$ cat src/rtl/pfd_tdc_5bit.sv
// Counter-based phase/frequency detector for the ADPLL input: timestamps ref/nco rising
// edges on clk and reports a sign-magnitude 5-bit phase error with update strobe and lock.
//
//   state    | meaning
//   IDLE     | no measurement open, waiting for the first of a ref/nco edge pair
//   WAIT_NCO | ref edge seen first, counting until the nco edge (NCO lags)
//   WAIT_REF | nco edge seen first, counting until the ref edge (NCO leads)
module pfd_tdc_5bit #(
  parameter int CNT_W   = 8,
  parameter int TIMEOUT = 64,
  parameter int LOCK_TH = 1,
  parameter int LOCK_N  = 8
) (
  input  logic       clk,
  input  logic       reset_n,
  input  logic       enable,
  input  logic       ref_in,
  input  logic       nco_in,
  output logic       ctrl_sign,
  output logic [4:0] ctrl,
  output logic       ctrl_valid,
  output logic       lock
);

  localparam int LCW = $clog2(LOCK_N + 1);
  localparam logic [CNT_W:0] MAG_MAX = (CNT_W + 1)'(31);
  localparam logic [CNT_W:0] TMO     = (CNT_W + 1)'(TIMEOUT);
  localparam logic [4:0]     LTH     = 5'(LOCK_TH);
  localparam logic [LCW-1:0] LN      = LCW'(LOCK_N);

  typedef enum logic [1:0] {IDLE, WAIT_NCO, WAIT_REF} state_t;

  logic ref_s1_q, ref_s2_q, ref_d_q, ref_rise_q;
  logic nco_s1_q, nco_s2_q, nco_d_q, nco_rise_q;
  logic ref_rise_d, nco_rise_d;

  state_t           state_q, state_d;
  logic [CNT_W-1:0] cnt_q, cnt_d, cnt_inc;
  logic [CNT_W:0]   d_cur;
  logic             res_vld;
  logic [4:0]       res_mag;
  logic             res_sign;

  logic [4:0]     ctrl_q, ctrl_d;
  logic           ctrl_sign_q, ctrl_sign_d;
  logic           ctrl_valid_q, ctrl_valid_d;
  logic           lock_q, lock_d;
  logic [LCW-1:0] lock_cnt_q, lock_cnt_d;

  always_comb begin
    ref_rise_d = ref_s2_q & ~ref_d_q;
    nco_rise_d = nco_s2_q & ~nco_d_q;
  end

  // Synchronizers and edge pulses run regardless of enable so re-enabling sees no stale edge.
  always_ff @(posedge clk or negedge reset_n) begin
    if (!reset_n) begin
      ref_s1_q   <= 1'b0;
      ref_s2_q   <= 1'b0;
      ref_d_q    <= 1'b0;
      ref_rise_q <= 1'b0;
      nco_s1_q   <= 1'b0;
      nco_s2_q   <= 1'b0;
      nco_d_q    <= 1'b0;
      nco_rise_q <= 1'b0;
    end else begin
      ref_s1_q   <= ref_in;
      ref_s2_q   <= ref_s1_q;
      ref_d_q    <= ref_s2_q;
      ref_rise_q <= ref_rise_d;
      nco_s1_q   <= nco_in;
      nco_s2_q   <= nco_s1_q;
      nco_d_q    <= nco_s2_q;
      nco_rise_q <= nco_rise_d;
    end
  end

  // d_cur is the distance of the current cycle from the opening pulse (counter starts at 0).
  always_comb begin
    state_d  = state_q;
    cnt_d    = cnt_q;
    res_vld  = 1'b0;
    res_mag  = 5'd0;
    res_sign = 1'b0;
    d_cur    = {1'b0, cnt_q} + (CNT_W + 1)'(1);
    cnt_inc  = (cnt_q == {CNT_W{1'b1}}) ? cnt_q : cnt_q + CNT_W'(1);

    if (!enable) begin
      state_d = IDLE;
      cnt_d   = '0;
    end else begin
      case (state_q)
        IDLE: begin
          cnt_d = '0;
          if (ref_rise_q && nco_rise_q) begin
            res_vld = 1'b1;
          end else if (ref_rise_q) begin
            state_d = WAIT_NCO;
          end else if (nco_rise_q) begin
            state_d = WAIT_REF;
          end
        end
        WAIT_NCO, WAIT_REF: begin
          cnt_d    = cnt_inc;
          res_sign = (state_q == WAIT_REF);
          if ((state_q == WAIT_NCO) ? nco_rise_q : ref_rise_q) begin
            res_vld = 1'b1;
            res_mag = (d_cur > MAG_MAX) ? 5'd31 : d_cur[4:0];
            state_d = IDLE;
            cnt_d   = '0;
          end else if ((state_q == WAIT_NCO) ? ref_rise_q : nco_rise_q) begin
            cnt_d = '0;
          end else if (d_cur >= TMO) begin
            res_vld = 1'b1;
            res_mag = 5'd31;
            state_d = IDLE;
            cnt_d   = '0;
          end
        end
        default: begin
          state_d = IDLE;
          cnt_d   = '0;
        end
      endcase
    end
  end

  always_comb begin
    ctrl_d       = ctrl_q;
    ctrl_sign_d  = ctrl_sign_q;
    ctrl_valid_d = res_vld;
    lock_cnt_d   = lock_cnt_q;
    lock_d       = lock_q;
    if (res_vld) begin
      ctrl_d      = res_mag;
      ctrl_sign_d = res_sign;
      if (res_mag <= LTH) begin
        lock_cnt_d = (lock_cnt_q == LN) ? LN : lock_cnt_q + LCW'(1);
      end else begin
        lock_cnt_d = '0;
      end
      lock_d = (lock_cnt_d == LN);
    end
  end

  always_ff @(posedge clk or negedge reset_n) begin
    if (!reset_n) begin
      state_q      <= IDLE;
      cnt_q        <= '0;
      ctrl_q       <= 5'd0;
      ctrl_sign_q  <= 1'b0;
      ctrl_valid_q <= 1'b0;
      lock_cnt_q   <= '0;
      lock_q       <= 1'b0;
    end else begin
      state_q      <= state_d;
      cnt_q        <= cnt_d;
      ctrl_q       <= ctrl_d;
      ctrl_sign_q  <= ctrl_sign_d;
      ctrl_valid_q <= ctrl_valid_d;
      lock_cnt_q   <= lock_cnt_d;
      lock_q       <= lock_d;
    end
  end

  assign ctrl       = ctrl_q;
  assign ctrl_sign  = ctrl_sign_q;
  assign ctrl_valid = ctrl_valid_q;
  assign lock       = lock_q;

endmodule
$ cat config.mk
export PLATFORM = sky130hd
export DESIGN_NAME = pfd_tdc_5bit
export DESIGN_NICKNAME = d
export VERILOG_FILES = /design/src/rtl/pfd_tdc_5bit.sv
export SDC_FILE = /design/constraint.sdc
export NUM_CORES = 1
export LEC_CHECK = 0
export ABC_CLOCK_PERIOD_IN_PS = 3100
export CAP_MARGIN = 40
export CORE_ASPECT_RATIO = 1.75
export CORE_UTILIZATION = 30
export DETAILED_ROUTE_END_ITERATION = 16
export PLACE_DENSITY_LB_ADDON = 0.15
export SYNTH_ARGS = -nofsm -noshare
export SYNTH_HDL_FRONTEND = slang
export SYNTH_SLANG_ARGS = --single-unit
$ cat constraint.sdc
create_clock -name clk -period 3.1 [get_ports clk]
set_input_delay 0.62 -clock clk [delete_from_list [all_inputs] [get_ports clk]]
set_output_delay 0.62 -clock clk [all_outputs]
set_load 0.05 [all_outputs]
==> results.txt, run 1 <==
Relative slew slack: 60.3%
DP Wirelength: 2340 um
Overall die height: 97.5 um
# rows: 34
Avg Synthesized Cell Area: 10.2 sq um
Final TNS setup: 0 ps
Post-Route M1 WL: 1260 um
Fill cell count: 494
GR Util All Layers: 12.9%
FF-to-FF Start: state_q[0]
Met3 wire length: 85 um
Min Clock Period, post-route: 2450 ps
Post-Route WL: 3210 um
Vias per cell: 5.18
N_diodes: 0
Dpl cells: 217
Reg2reg setup slack: 650 ps
Most frequent cells after synthesis: dfrtp_1, nand2_1, a21oi_1
Post-CTS setup buffer count: 0
Starting Density: 31.4%
Hold depth: 0
Max-cap viol count: 0
Pleak: 0.756 nW
Worst setup EP type: flop
IO buf count: 12
TritonCTS clock tree: built
Post-layout power: 0.00128 W
Crit path kind: reg -> reg
Slew @ Worst Pin: 595 ps
Sw Pwr: 0.000477 W
Comb pwr share: 34.3%
Worst-path clk slew: 70 ps
Mapped Cells: 153
Async SR Flop Fraction: 100%
Initial DRT Pass Iterations: 4
Seq/Total Area, Yosys: 48.0%
Crit path DAT: 2660 ps
Unrepaired setup endpoints after global routing: no
Hold-fix buffers, CTS: 0
Pwr dens: 700 nW/um^2
Worst EP required: 3300 ps
Drt drc: 0
CTS H-tree depth: 2
Largest net degree at the start of global routing: 31
Vias in the first global route: 1189
Endpoints failing setup: 0
Area delta synth->final: 17.2%
Initial DRC count: 24
Grt ovf: 0
Synth top area cells: dfrtp_1, ha_1, nand2_1
Peak supply drop: 0.358 mV
Top Layer Used: met4
#FFs+latches synth: 30
Post-CTS sizing: 0
Layout Utilization: 36.8%
Skew-Pair Late Insertion Delay: 290 ps
Core ar.: 4980 sq um
Final hold vios: 0
Ys flop type: dfrtp_1
Area of the die: 5510 sq um
RR Endpoint: lock
Initial antenna violation count: 0
Status: finished, final reports clean
First-pass GRT wire length: 5380 um
EDFF count, synth: 0
GPL Wtd Cong: 0.821
Mapped cell area: 1560 sq um
Worst hold path type: reg -> reg
Sequential Power Share: 40.0%
Hold path endpoint: ref_s2_q
Register area: 751 sq um
Clock sink total: 30
Ys Warns: 0
Synth top area share: 48.0%
Vias: 1166
Final ANT Viol Nets: 0
Unique cell type count in the Yosys netlist: 41
Final Max Tran Viols: 0
IO Pins: 13
Hold Crit Start: ref_s1_q
Clock buffer count from CTS: 5
Switching part of the total power: 37.2%
Clk network pwr share: 25.7%
Peak Freq: 407 MHz
Fin nets: 183
Horiz. Die Dim: 56.6 um
Multi-input logic area: 757 sq um
Cell taking the most area after synthesis: dfrtp_1
Startpoint types: flop
R2r worst-path depth: 8
Met2 WL: 1750 um
Count leader, synth: dfrtp_1
Critical-path maximum fanout: 15
Fin crit share: 79.2%
WL per Instance: 14.3 um
Share of cells above drive strength 1: 8.77%
Post-route insts no fill: 225
P_int: 0.000806 W
Root Driver: clkbuf_8
Post-Route Skew: 11.5 ps
Deepest clock path buffer count: 2
-- cell usage in the layout (no fill, tap or decap), drive strengths merged, types with 4 or more instances in the layout --
master	count
clkdlybuf4s50	12
nand2b	5
o21ai	8
nand2	16
a22o	6
a21oi	10
dfrtp	30
inv	8
ha	8
nor2	7
clkbuf	7
nor2b	7
nor3	4
nand3	4
-- state kept, by name, summed over array words and instances, names as in the netlist, 2 cells and up --
name,cells
cnt_q,8
ctrl,5
lock_cnt_q,4
state_q,2
-- worst max-delay path: stages (launching register included) --
cell	delay, ps
dfrtp_1	470
inv_1	90
ha_1	450
nand2_1	120
or3_1	390
nor2_1	140
a21oi_2	180
or3_1	370
o21ai_0	160
-- power groups by stage --
stage               Clock, W  Combinational (W)  Sequential [W]
floorplan                  0           0.000178        0.000642
finish              0.000329           0.000441        0.000513
global route        0.000358           0.000476        0.000525
global placement           0           0.000435        0.000520
detailed placement         0           0.000447        0.000520
CTS                 0.000344           0.000446        0.000515
-- how the worst max path moves through the flow --
| stage | from | end | slack (ps) | cells after the start |
|---|---|---|---|---|
| 2_1_floorplan | state_q[0] | lock | 1000 | 9 |
| 3_3_place_gp | enable | lock | 570 | 7 |
| 3_5_place_dp | enable | lock | 490 | 7 |
| 4_1_cts | state_q[0] | lock | 600 | 8 |
| 5_1_grt | state_q[1] | lock | 400 | 8 |
| 6_report | state_q[0] | lock | 650 | 8 |
-- metal layers --
layer	track usage, %	vias up
met5	0	-
met2	23.2	20
met3	3.20	10
li1	-	576
met1	12.3	560
met4	9.01	0
-- metrics by stage --
step | setup slack (ps) | area [sq um] | hold WS (ps)
floorplan | 998 | 1570 | 324
global placement | 573 | 1740 | 332
detailed placement | 495 | 1740 | 338
CTS | 601 | 1830 | 343
global route | 400 | 1830 | 359
finish | 645 | 1830 | 336
-- cells by family (layout without fill, tap and decap cells) --
logic type                 count (synthesis)  count (layout)  share of synthesized area, %
other                                      1               2                         0.240
buffers and inverters                     13              30                          3.76
AOI/OAI and AO/OA                         36              36                          16.9
muxes                                      2               2                          1.36
adders and majority gates                  8               8                          6.41
and+or+nand+nor                           58              58                          20.5
DFF                                       30              30                          48.0
xor gates and xnor gates                   5               5                          2.80
-- layout make-up --
type	count	share of cell area, %
Clock inverter	1	0.273
Clock buffer	7	4.71
Multi-Input combinational cell	111	41.3
Sequential cell	30	41.0
Tap cell	54	3.69
Timing Repair Buffer	14	7.38
Inverter	8	1.64
Note: power is estimated with default switching activity, not from simulation.
==> run 2: changes to the inputs <==
ABC_CLOCK_PERIOD_IN_PS = 2500   (was 3100)
clock period = 2.5 ns   (was 3.1 ns; I/O delays follow)
==> run 2 against run 1 <==
Critical path depth down 2. Register-to-register slack lost 300 ps. Final area is 2.5% higher. Via count grew 3.4%. Final cell count increased by 2.2%. Combinational power up 27%. Die area did not move. Critical path type unchanged. Sequential cell count unchanged. Setup slack lost 300 ps. Non-clock buffer count rose by 5.
==> results.txt, run 2 (synthesis gave the netlist of run 1 again) <==
Status: finished, final reports clean
GR Util All Layers: 12.8%
Final Max Tran Viols: 0
Crit path DAT: 2310 ps
CTS H-tree depth: 2
CP startpoint: cnt_q[1]
Vias: 1206
Area of the die: 5510 sq um
Grt ovf: 0
# rows: 34
Biggest register: cnt_q
Fin nets: 188
Initial DRT Pass Iterations: 4
Commonest cells after routing, fill and taps aside: dfrtp_1, nand2_1, clkdlybuf4s50_1
Vias in the first global route: 1249
Post-Route Skew: 7.74 ps
CP delay by family, top: simple AND/OR/NAND/NOR gates
Initial DRC count: 25
Crit path kind: reg -> reg
Deepest clock path buffer count: 2
Min Clock Period, post-route: 2150 ps
Multi-input logic area: 764 sq um
Peak Freq: 465 MHz
Area delta synth->final: 20.1%
Critical-path cell list: ha_1 -> and4_4 -> o2bb2ai_2 -> nand2_2 -> or4_1 -> a22o_1
Worst-path clk slew: 60 ps
Drt drc: 0
Slew @ Worst Pin: 509 ps
Hold Crit Start: nco_s1_q
DP Wirelength: 2310 um
Max-cap viol count: 0
Largest net degree at the start of global routing: 31
N_diodes: 0
Clock buffer count from CTS: 5
Slowest-stage cell, CP: or4_1
Unrepaired setup endpoints after global routing: no
Peak supply drop: 0.433 mV
Pleak: 0.783 nW
Final hold vios: 0
CP bufs+invs: 0
Worst hold path type: reg -> reg
Final ANT Viol Nets: 0
Max FFs per register: 8
Startpoint types: flop
IO buf count: 12
Worst EP required: 2660 ps
Core ar.: 4980 sq um
Starting Density: 31.4%
FF-to-FF Start: cnt_q[1]
Share of cells above drive strength 1: 11.9%
Fill cell count: 499
Hold-fix buffers, CTS: 0
GPL Wtd Cong: 0.805
Post-Route WL: 3150 um
Relative slew slack: 65.9%
Initial antenna violation count: 0
IO Pins: 13
Crit-path max cell delay: 560 ps
Clock sink total: 30
Pwr dens: 847 nW/um^2
First-pass GRT wire length: 5490 um
Vias per cell: 5.24
Fin crit share: 86.1%
Register area: 751 sq um
Overall die height: 97.5 um
Post-CTS setup buffer count: 0
WL per Instance: 13.7 um
Final setup margin: 348 ps
Endpoints failing setup: 0
Skew-Pair Late Insertion Delay: 280 ps
Critical-path maximum fanout: 11
Root Driver: clkbuf_8
Dpl ws: 156 ps
TritonCTS clock tree: built
Worst setup EP type: flop
Horiz. Die Dim: 56.6 um
Commonest non-fill, non-tap cell in the layout: dfrtp_1
Final TNS setup: 0 ps
-- run 2: worst paths after layout --
kind                       cells past startpoint             to  slack (ps)
setup reg to reg                               6        ctrl[4]         350
setup / recovery                               6        ctrl[4]         350
max in group asynchronous                      2       nco_s1_q        1600
hold reg to reg                                0       nco_s2_q         350
hold / removal                                 0       nco_s2_q         350
min in group asynchronous                      2  lock_cnt_q[0]         600
-- run 2: area by class of cell --
type                            instances  area share [%]
Clock buffer                            7            4.60
Tap cell                               54            3.60
Timing Repair Buffer                   19            9.20
Multi-Input combinational cell        111            40.7
Inverter                                8            1.60
Sequential cell                        30            40.0
Clock inverter                          1           0.267
-- run 2: stage by stage --
stage	area, sq um	std cells	power (W)	util [%]	hold WS, ps
after detailed placement	1780	222	0.00120	35.7	338
after CTS	1870	230	0.00161	37.6	353
after global routing	1880	230	0.00168	37.7	356
after floorplan	1570	154	0.00102	-	204
final	1880	230	0.00159	37.7	349
after global placement	1780	222	0.00120	35.7	333
-- run 2: layer usage --
| metal | part of all wire [%] | global-route usage (%) | up-vias |
|---|---|---|---|
| met5 | 0 | 0 | - |
| met1 | 39 | 13.6 | 598 |
| met4 | 2.7 | 8.63 | 0 |
| met3 | 2.6 | 2.93 | 7 |
| met2 | 56 | 21.7 | 17 |
| li1 | - | - | 584 |
-- run 2: worst reg2reg max path, cell delays in order, from the launching register on --
cell       delay (ps)
dfrtp_1           380
ha_1              260
and4_4            290
o2bb2ai_2         140
nand2_2           190
or4_1             560
a22o_1            210
-- run 2: repair_timing --
item / CTS / global route
endpoints found under the hold margin: 0 / 0
resized for setup: 0 / 1
endpoints found under the setup margin: 0 / 1
-- run 2: power by group --
part	switching [W]	total [W]	internal [W]
sequential	0.0000657	0.000634	0.000569
clock	0.000176	0.000398	0.000222
combinational	0.000340	0.000558	0.000218
total	0.000582	0.00159	0.00101
==> edit 1, RTL diff (flow settings as in run 1) <==
The output `ctrl_valid` loses its register stage (`ctrl_valid_q` becomes a continuous assignment).
--- a/src/rtl/pfd_tdc_5bit.sv
+++ b/src/rtl/pfd_tdc_5bit.sv
@@ -149,7 +149,6 @@
       cnt_q        <= '0;
       ctrl_q       <= 5'd0;
       ctrl_sign_q  <= 1'b0;
-      ctrl_valid_q <= 1'b0;
       lock_cnt_q   <= '0;
       lock_q       <= 1'b0;
     end else begin
@@ -157,11 +156,12 @@
       cnt_q        <= cnt_d;
       ctrl_q       <= ctrl_d;
       ctrl_sign_q  <= ctrl_sign_d;
-      ctrl_valid_q <= ctrl_valid_d;
       lock_cnt_q   <= lock_cnt_d;
       lock_q       <= lock_d;
     end
   end
+
+  assign ctrl_valid_q = ctrl_valid_d;
 
   assign ctrl       = ctrl_q;
   assign ctrl_sign  = ctrl_sign_q;
Behaviour: not the same (a bounded check fails within 4 cycles, from zero or initial values and one cycle with reset_n low).
==> edit 1 against run 1 <==
The run now ends with design-rule violations left. Maximum frequency is 16% lower. Cell area is 2.9% higher. Clock power is 5% higher. Die area is 3.3% higher. Area after synthesis is 3.4% higher. Sequential cell count is 1 lower. Setup slack worse by 0.48 ns. Wire length hardly changed. Sequential share of layout area is 2.5 points lower. Total power is 4.2% lower. First-iteration DRC count is 63% higher. Sequential power is 3% lower. Count of clock-buffer cells in the layout stayed put.
==> edit 1: results (changes against run 1) <==
Routing
  – DRC: 2 (+2)
  – Initial drt markers: 39 (+63%)
  – Avg Vias per Cell: 5.092 (-1.7%)
  – WL/cell: 14.02 um (-1.7%)

Global routing
  – Met2 Track Usage GR: 0.2567 (+0.02503)
  – Pin count of the biggest net entering global routing: 30 (-3.2%)
  – Met1 Usage GRT: 0.1281 (+0.004800)
  – Global-route wire length before repair: 5768 um (+7.3%)
  – GR Layer Usage met3: 0.02756 (-0.004398)
  – Total GRT Usage: 0.1347 (+0.005528)

Worst setup path
  – Crit path launch: cnt_q[0]
  – R2r setup slk: 0.78 ns (+0.13 ns)
  – Kind of critical path: flip-flop to primary output
  – Largest stage delay on the critical path: 0.45 ns (-0.02 ns)
  – Worst Setup EP: ctrl_valid

Yosys
  – Synth top cells by count: 29 x dfrtp_1, 19 x nand2_1, 8 x ha_1
  – Synth top area cells: dfrtp_1 45%, ha_1 6.2%, nand2_1 4.4%
  – Sequential area share after synthesis: 0.4493 (-0.03112)

STA
  – Layout Skew: 0.006945 ns (-0.004560 ns)
  – Worst slew margin: 0.5611 (-0.04208)

Worst hold path
  – Min-delay src: nco_s1_q

Outcome
  – Violated checks: design-rule violations
  – Outcome: finished, violations left

Pwr
  – VDD IR-drop max: 0.2187 mV (-39%)
  – LEAKAGE: 0.7828 nW (+3.5%)

Finish
  – Share of cells above drive strength 1: 0.1609 (+0.07320)
  – Nets: 186 (+1.6%)
  – Fillers: 525 (+6.3%)

Place
  – Placed Area: 1783 um2 (+2.4%)
  – GP Congestion: 0.7682 (-6.4%)
-- edit 1: changes by cell type in the layout (fill, tap and decap cells not counted), sizes merged, moves of 2 or more --
cell    delta
a21oi      -3
a22o       -2
and3       +4
nand2      +3
nand2b     -2
nand3      +2
nor2b      -2
nor3b      -3
nor4b      +2
o21a       +2
o311ai     -2
o31ai      +3
or2        +2
-- edit 1: routing by layer --
metal | share of wire | vias up
met5 | 0 | -
met4 | 0.027 | 0
met3 | 0.024 | 6
met2 | 0.59 | 12
met1 | 0.36 | 566
li1 | - | 582
-- edit 1: worst max-delay path: cells and delay by family, from the launching register on --
family	cells	cell delay, ns
AO/OA/AOI/OAI	1	0.28
adder cells (fa/ha/maj)	1	0.29
buffers and inverters	2	0.22
flip-flops	1	0.45
AND/OR/NAND/NOR	3	0.79
-- edit 1: kinds of logic (layout without fill, tap and decap cells) --
| kind of cell | after synthesis | count (layout) | share of synthesized area |
|---|---|---|---|
| and+or+nand+nor | 65 | 65 | 0.2355 |
| AOI/OAI and AO/OA | 32 | 32 | 0.1518 |
| DFF | 29 | 29 | 0.4493 |
| buffers and inverters | 13 | 30 | 0.05267 |
| adders and majority gates | 8 | 8 | 0.06197 |
| xor gates and xnor gates | 5 | 5 | 0.02712 |
| muxes | 3 | 3 | 0.01936 |
| other | 1 | 2 | 0.002322 |
-- edit 1: worst min-delay path by stage --
stage | end | slack, ns
after floorplan | cnt_q[0] | 0.32
after global placement | ref_s2_q | 0.33
after detailed placement | nco_s2_q | 0.34
after CTS | nco_s2_q | 0.35
after global routing | nco_s2_q | 0.36
final | nco_s2_q | 0.35
-- edit 1: layout make-up --
| class | count | share of cell area |
|---|---|---|
| multi-input cells | 115 | 0.4290 |
| flip-flops and latches | 29 | 0.3851 |
| repair buffers | 14 | 0.07703 |
| clock buffers | 7 | 0.05113 |
| well taps | 55 | 0.03652 |
| inverters | 8 | 0.01859 |
| clock inverters | 1 | 0.002656 |
-- edit 1: metrics by stage --
step,worst slack (ns),hold WS (ns),utilization,instances
finish,0.1634,0.3480,0.3616,229
global route,0.05315,0.3623,0.3616,229
CTS,0.1492,0.3519,0.3616,229
detailed placement,0.2565,0.3371,0.3421,221
global placement,0.2743,0.3347,0.3421,221
floorplan,0.7069,0.3244,-,157
-- edit 1: report_power, final --
| group | switching (W) | total (W) | internal (W) |
|---|---|---|---|
| combinational | 0.000234 | 0.000385 | 0.000151 |
| sequential | 0.0000594 | 0.000499 | 0.000440 |
| clock | 0.000145 | 0.000345 | 0.000200 |
==> edit 2, RTL diff (config.mk and constraints of run 1) <==
Without the edit above. Change the parameter `LOCK_N` from 8 to 16.
--- a/src/rtl/pfd_tdc_5bit.sv
+++ b/src/rtl/pfd_tdc_5bit.sv
@@ -9,7 +9,7 @@
   parameter int CNT_W   = 8,
   parameter int TIMEOUT = 64,
   parameter int LOCK_TH = 1,
-  parameter int LOCK_N  = 8
+  parameter int LOCK_N  = 16
 ) (
   input  logic       clk,
   input  logic       reset_n,
Function: no difference found for any inputs over 10 cycles, from zero or initial values and one cycle with reset_n low; that may be too few to reach the edited logic, so the function may still have changed.
==> edit 2 against run 1 <==
Worst hold slack better by 0.019 ns. Setup slack improved by 0.11 ns. Cell area down 1.2%. Sequential cell count grew 1. Area after synthesis is 2.1% lower. Total power up 3.9%. Wire length decreased by 7.9%. Die area fell by 2.0%. Clock skew is 0.0070 ns lower.
==> edit 2: results (changes against run 1) <==
Routing
  – Final wirelength: 2955 um (-7.9%)
  – Avg Vias per Cell: 5.076 (-2.0%)
  – Met2 WL: 1603 um (-8.5%)
  – Initial drt markers: 21 (-13%)
  – Top sig layer: met4
  – WL met1: 1219 um (-3.0%)

Global routing
  – Number of global-route vias before repair: 1148 (-3.4%)
  – Global-route wire length before repair: 5175 um (-3.7%)
  – Met1 Usage GRT: 0.1309 (+0.007573)
  – Met2 Track Usage GR: 0.2312 (-0.0005234)
  – Total GRT Usage: 0.1254 (-0.003741)
  – GR Layer Usage met3: 0.03329 (+0.001332)

Worst setup path
  – Worst r2r dst: lock_cnt_q[2]
  – R2r setup slk: 0.80 ns (+0.15 ns)
  – Worst r2r src: cnt_q[0]
  – CP Max Fanout: 7 (-8)
  – Kind of critical path: input port to flip-flop
  – Crit path arrival time: 2.50 ns (-0.16 ns)
  – Crit path launch: enable

Worst hold path
  – Hold Crit Endpoint: nco_s2_q
  – Hold depth: 0 (unchanged)
  – Min-delay src: nco_s1_q

Finish
  – Multi-input combinational cell area: 704.4 um2 (-6.9%)
  – Multi-input gates: 106 (-4.5%)
  – Clock network area share: 0.04910 (-0.0007625)
  – Share of cells above drive strength 1: 0.09467 (+0.006955)
  – Logic inverters: 10 (+2)
  – Nets: 181 (-1.1%)
  – Fillers: 495 (+0.20%)
  – Fraction of area in non-clock buffers: 0.07469 (+0.0009182)

Yosys
  – XOR/XNOR Fraction of Synth Area: 0.03434 (+0.006319)
  – Synth top cells by count: 31 x dfrtp_1, 15 x nand2_1, 14 x nor2_1
  – Synth Area in Compound Gates: 0.1300 (-0.03893)
  – Adder-cell share of the synthesized area: 0.06541 (+0.001362)
  – Mux share of post-synthesis cell area: 0.04170 (+0.02809)
  – #FFs+latches synth: 31 (+3.3%)
  – Synth top area cells: dfrtp_1 51%, ha_1 6.5%, nand2_1 3.7%

STA
  – Fmax: 0.4273 GHz (+4.9%)
  – Slew @ Worst Pin: 0.4987 ns (-0.09656 ns)
  – Layout Skew: 0.004466 ns (-0.007039 ns)

Pwr
  – Seq power: 0.000549 W (+7.0%)
  – Int Pwr: 0.0008248 W (+2.4%)
  – VDD IR-drop max: 0.3838 mV (+7.1%)
  – LEAKAGE: 0.7750 nW (+2.5%)
  – Combinational Power: 0.000477 W (+8.2%)

Outcome
  – Outcome: complete, no violations

Place
  – GP Congestion: 0.7892 (-3.9%)
  – Dpl ws: 0.4929 ns (-0.001724 ns)
  – HPWL after DPL: 2218 um (-5.1%)
## edit 2: changes by cell type in the layout (fill, tap and decap cells not counted), sizes merged, moves of 3 or more
cell,change
nand2b,-4
o21ai,-5
nor3,-3
nand3,+4
nor2b,-5
nor2,+7
## edit 2: through the flow
| stage | cells | hold slack (ns) | power, W | area (um2) |
|---|---|---|---|---|
| 2_1_floorplan | 150 | 0.3244 | 0.0008797 | 1534 |
| 3_3_place_gp | 214 | 0.3344 | 0.001026 | 1713 |
| 3_5_place_dp | 215 | 0.3420 | 0.001038 | 1720 |
| 4_1_cts | 223 | 0.3588 | 0.001353 | 1809 |
| 5_1_grt | 223 | 0.3632 | 0.001417 | 1809 |
| 6_report | 223 | 0.3556 | 0.001333 | 1809 |
## edit 2: worst max-delay path: stages
cell	delay [ns]
clkdlybuf4s50_1	0.58
nand3b_1	0.12
or2_1	0.25
o32a_1	0.37
a41o_2	0.29
nand3b_1	0.17
o22ai_1	0.10
